===== src/rtl/nibble_pack_ctrl.sv =====
// Nibble-to-byte sequencing controller: pack, sign/zero extend, replicate.
// Orphaned upper nibbles are flushed as partial bytes after an idle timeout.
module nibble_pack_ctrl #(
    parameter int unsigned TIMEOUT_CYCLES = 15
) (
    input  logic       i_clk,
    input  logic       i_rst_n,
    input  logic [1:0] i_mode,
    input  logic       i_nib_valid,
    input  logic [3:0] i_nib_data,
    output logic       o_nib_ready,
    output logic       o_byte_valid,
    output logic [7:0] o_byte_data,
    input  logic       i_byte_ready,
    output logic       o_byte_partial,
    output logic       o_busy,
    output logic [7:0] o_flush_cnt
);

    typedef enum logic {
        S_IDLE,
        S_HALF
    } state_t;

    localparam logic [7:0] TMO = 8'(TIMEOUT_CYCLES);

    state_t     state;
    state_t     state_nx;
    logic [3:0] held;
    logic [3:0] held_nx;
    logic [7:0] cnt;
    logic [7:0] cnt_nx;
    logic [7:0] data_nx;
    logic       partial_nx;
    logic       load;
    logic       flush;
    logic       nib_acc;
    logic       byte_acc;
    logic       tmo_hit;

    assign o_nib_ready = !o_byte_valid | i_byte_ready;
    assign nib_acc     = i_nib_valid & o_nib_ready;
    assign byte_acc    = o_byte_valid & i_byte_ready;
    assign tmo_hit     = (TMO != 8'd0) && (cnt == TMO);
    assign o_busy      = (state == S_HALF) | o_byte_valid;

    always_comb begin
        state_nx   = state;
        held_nx    = held;
        cnt_nx     = cnt;
        data_nx    = o_byte_data;
        partial_nx = o_byte_partial;
        load       = 1'b0;
        flush      = 1'b0;
        unique case (state)
            S_IDLE: begin
                if (nib_acc) begin
                    partial_nx = 1'b0;
                    unique case (i_mode)
                        2'b00: begin
                            held_nx  = i_nib_data;
                            cnt_nx   = 8'd0;
                            state_nx = S_HALF;
                        end
                        2'b01: begin
                            load    = 1'b1;
                            data_nx = {{4{i_nib_data[3]}}, i_nib_data};
                        end
                        2'b10: begin
                            load    = 1'b1;
                            data_nx = {4'h0, i_nib_data};
                        end
                        2'b11: begin
                            load    = 1'b1;
                            data_nx = {8{i_nib_data[0]}};
                        end
                    endcase
                end
            end
            S_HALF: begin
                if (nib_acc) begin
                    load       = 1'b1;
                    data_nx    = {held, i_nib_data};
                    partial_nx = 1'b0;
                    cnt_nx     = 8'd0;
                    state_nx   = S_IDLE;
                end else if (tmo_hit && o_nib_ready) begin
                    load       = 1'b1;
                    flush      = 1'b1;
                    data_nx    = {held, 4'h0};
                    partial_nx = 1'b1;
                    cnt_nx     = 8'd0;
                    state_nx   = S_IDLE;
                end else if (cnt != TMO) begin
                    cnt_nx = cnt + 8'd1;
                end
            end
        endcase
    end

    always_ff @(posedge i_clk or negedge i_rst_n) begin
        if (!i_rst_n) begin
            state          <= S_IDLE;
            held           <= 4'h0;
            cnt            <= 8'd0;
            o_byte_valid   <= 1'b0;
            o_byte_data    <= 8'h00;
            o_byte_partial <= 1'b0;
            o_flush_cnt    <= 8'd0;
        end else begin
            state <= state_nx;
            held  <= held_nx;
            cnt   <= cnt_nx;
            // A new load takes priority over the transfer-driven clear.
            if (load) begin
                o_byte_valid   <= 1'b1;
                o_byte_data    <= data_nx;
                o_byte_partial <= partial_nx;
            end else if (byte_acc) begin
                o_byte_valid <= 1'b0;
            end
            if (flush && (o_flush_cnt != 8'hFF)) begin
                o_flush_cnt <= o_flush_cnt + 8'd1;
            end
        end
    end

endmodule


===== config.mk =====
export PLATFORM = sky130hd
export DESIGN_NAME = nibble_pack_ctrl
export DESIGN_NICKNAME = d
export VERILOG_FILES = /design/src/rtl/nibble_pack_ctrl.sv
export SDC_FILE = /design/constraint.sdc
export NUM_CORES = 1
export LEC_CHECK = 0
export ABC_AREA = 1
export CAP_MARGIN = 30
export CORE_ASPECT_RATIO = 0.8
export CORE_MARGIN = 4
export CORE_UTILIZATION = 48
export CTS_CLUSTER_SIZE = 12
export DETAILED_ROUTE_END_ITERATION = 10
export PLACE_DENSITY_LB_ADDON = 0.08
export SLEW_MARGIN = 20
export SYNTH_ARGS = -nofsm -noshare
export SYNTH_HDL_FRONTEND = slang
export SYNTH_SLANG_ARGS = --single-unit

===== constraint.sdc =====
create_clock -name i_clk -period 1.4 [get_ports i_clk]
set_input_delay 0.28 -clock i_clk [delete_from_list [all_inputs] [get_ports i_clk]]
set_output_delay 0.28 -clock i_clk [all_outputs]
set_load 0.05 [all_outputs]

==> metrics.csv <==
stage,metric,value,unit
floorplan,core-area,0.00359,mm²
placement,placed_area,0.00273,mm²
floorplan,fp-row-count,19,
layout,layout.nets,329,
floorplan,die_x,77.6,µm
power_and_ir_drop,leakage,1.52,nW
worst_setup_path,r2r_start,cnt[0],
worst_setup_path,cp.required,1.58,ns
yosys,ys_types,27,
yosys,yosys_register_bits,31,
grt,grt_max_degree,32,
sta,fin_skew,0.00625,ns
hold_path,hp-class,in -> async,
clocking,clk_pin_slew_worst_paths,0.07,ns
status,violations,setup timing,
job,cap_viol_max_count,0,
worst_setup_path,path_max_fanout,9,
power_and_ir_drop,vdd_drop_max,1.64,mV
layout,design_area,0.00299,mm²
detailed_routing,vias_per_cell,5.33,
grt,antenna_found_initial,0,
detailed_routing,drc,0,
worst_setup_path,r2r_cells,8,
worst_setup_path,worst-r2r-setup-slack,-0.08,ns
detailed_routing,vias,1957,
status,status,"finished, violations left",
sta,fin_hold_ws,0.346,ns
placement,place.gp.congestion,0.918,
worst_setup_path,cp-end-kind,flip-flop,
grt,grt_overflow,0,
yosys,avgSynthCellArea,7.79,µm²
clocking,cts_tree,done,
layout,syn_to_final_growth,60.6,%
layout,drive_above_1_share,0.362,
layout,diodes,0,
yosys,ys_seq_area_frac,0.417,
grt,grt_pass1_wl,8.99,mm
yosys,syn-num-nets,254,
detailed_routing,drt_iter0_markers,176,
sta,report.final.hold_viol_count,0,
floorplan,dieArea,0.00495,mm²
detailed_routing,final_antenna_net_count,0,
grt,gr-usage-all-layers,0.231,
clocking,cts-buffers-inserted,5,
placement,portBuffers,29,
sta,setup_viol,21,
layout,nFillCells,198,
sta,finalCritPeriodShare,1.07,
sta,finalCriticalPeriod,1.50,ns
detailed_routing,drt-total-wl,5.19,mm
worst_setup_path,r2r_end,o_byte_data[0],
sta,worst_slack,-0.0973,ns
floorplan,die_h,63.7,µm
clocking,cts_max_level,2,
clocking,cts.sink_count,31,
placement,dp_hpwl,3.47,mm
yosys,syn_inst,239,
floorplan,ioPinCount,30,
grt,grt_pass1_vias,1929,
worst_setup_path,arrival,1.68,ns
yosys,yosysWarnings,0,
layout,multi_input_comb_area,0.00110,mm²
detailed_routing,firstDrtPassIters,5,
sta,fmax,0.668,GHz
clocking,clock_latency,0.29,ns
sta,slew_headroom,0.753,
sta,slew_viol_final,0,
floorplan,start_util,0.519,
power_and_ir_drop,p_per_area,1190,mW/mm²
yosys,syn-cell-area,0.00186,mm²
clocking,cts_buffer_depth,2,
detailed_routing,drt-wirelength-per-cell,14.1,µm
sta,rsz0062_at_grt,yes,
layout,ff_latch_area,782,µm²
worst_setup_path,cp-start-kind,input pin,
clocking,cts_root_buf,clkbuf_8,
sta,tightest_slew,0.371,ns
power_and_ir_drop,finalPower,3.54,mW
worst_setup_path,critPathKind,in -> reg,
[flip-flops by register name (all words and copies together) (netlist names)]
name / cells
cnt: 8
held: 4
o_byte_data: 8
o_byte_partial: 1
o_byte_valid: 1
o_flush_cnt: 8
state: 1
[how the worst max path moves through the flow]
stage | start | endpoint | slack (ns) | cells after the start
floorplan | o_flush_cnt[0] | o_flush_cnt[5] | -0.08 | 7
global placement | i_mode[1] | o_byte_data[1] | -0.42 | 8
detailed placement | i_mode[1] | o_byte_data[0] | -0.49 | 8
CTS | cnt[0] | o_byte_data[0] | -0.08 | 8
global route | cnt[1] | o_byte_data[0] | -0.18 | 8
finish | i_nib_valid | o_byte_data[0] | -0.1 | 6
[per-stage QoR]
step	utilization	TNS, ns	setup WS [ns]	cells
finish	0.833	-0.940	-0.0973	367
detailed placement	0.762	-11.02	-0.495	345
floorplan	-	-1.07	-0.0808	239
CTS	0.822	-0.903	-0.0772	363
global route	0.833	-3.27	-0.177	367
global placement	0.762	-10.15	-0.419	345
[area by class of cell]
cell class,count,share of cell area
multi-input combinational,182,0.368
timing repair buffer,71,0.287
sequential,31,0.262
clock buffer,5,0.0230
clock inverter,3,0.00669
tap,52,0.0218
inverter,23,0.0322
[layout by cell type, fill, tap and decap left out, drive strengths merged]
master	Yosys	layout
dfrtp	31	31
nor2	15	15
o21ai	11	11
inv	23	23
clkbuf	1	5
xnor2	3	3
nand2	103	103
xor2	1	1
clkdlybuf4s50	0	6
dlygate4sd2	0	3
nand4	22	22
clkinvlp	0	2
ha	5	5
clkinv	0	1
or2	2	2
buf	2	62
nand3b	3	3
nand3	17	17
[logic make-up (layout without fill, tap and decap cells)]
group                      Yosys count  after routing  synth area share
xor gates and xnor gates             4              4            0.0188
adders and majority gates            5              5            0.0336
DFF                                 31             31             0.417
and+or+nand+nor                    162            162             0.435
buffers and inverters               26            102            0.0538
AOI/OAI and AO/OA                   11             11            0.0417
[power by group]
part / total (mW) / internal (mW) / switching, mW
registers: 1.22 / 1.05 / 0.169
clock network: 0.718 / 0.346 / 0.373
logic: 1.61 / 0.742 / 0.864
total: 3.54 / 2.14 / 1.41
[per-layer routing]
metal / vias to the layer above / global-route usage / routed length [µm]
met5: - / 0 / 0
met2: 95 / 0.395 / 2520
met3: 24 / 0.0470 / 399
met1: 904 / 0.284 / 2130
met4: 0 / 0.0978 / 140
li1: 934 / - / -
[cells in the mapped netlist]
| cell type | n | area share |
|---|---|---|
| dfrtp_1 | 31 | 0.42 |
| xnor2_1 | 3 | 0.014 |
| o21ai_1 | 1 | 0.0027 |
| nand4_4 | 1 | 0.011 |
| inv_2 | 4 | 0.0081 |
| or2_2 | 2 | 0.0067 |
| nand4_2 | 1 | 0.0067 |
| ha_1 | 5 | 0.034 |
| nor2_8 | 1 | 0.011 |
| o21ai_4 | 1 | 0.0087 |
| o21ai_2 | 3 | 0.014 |
| nand3b_1 | 3 | 0.012 |
| nor2_1 | 10 | 0.020 |
| xor2_1 | 1 | 0.0047 |
| inv_1 | 19 | 0.038 |
| nor2_4 | 1 | 0.0060 |
| nand3_2 | 1 | 0.0054 |
| nand2_2 | 4 | 0.013 |
| nand3_4 | 1 | 0.0094 |
| nand4_1 | 20 | 0.067 |
| nand2_4 | 4 | 0.024 |
| nor2_2 | 3 | 0.010 |
| buf_2 | 2 | 0.0054 |
| o21ai_0 | 6 | 0.016 |
| clkbuf_1 | 1 | 0.0020 |
| nand3_1 | 15 | 0.040 |
| nand2_1 | 95 | 0.19 |
[timing repair]
| item | CTS | global route |
|---|---|---|
| endpoints found under the setup margin | 26 | 29 |
| gates resized for setup | 16 | 5 |
| hold buffers | 0 | 0 |
| pin swaps | 10 | 3 |
| setup buffers | 10 | 4 |
[critical path: stages]
cell and delay, ns:
clkdlybuf4s50_1 0.61, nand2_8 0.12, o21ai_4 0.33, nand3_4 0.17
nand2_2 0.11, nand2_2 0.05
(Power assumes the default switching activity.)
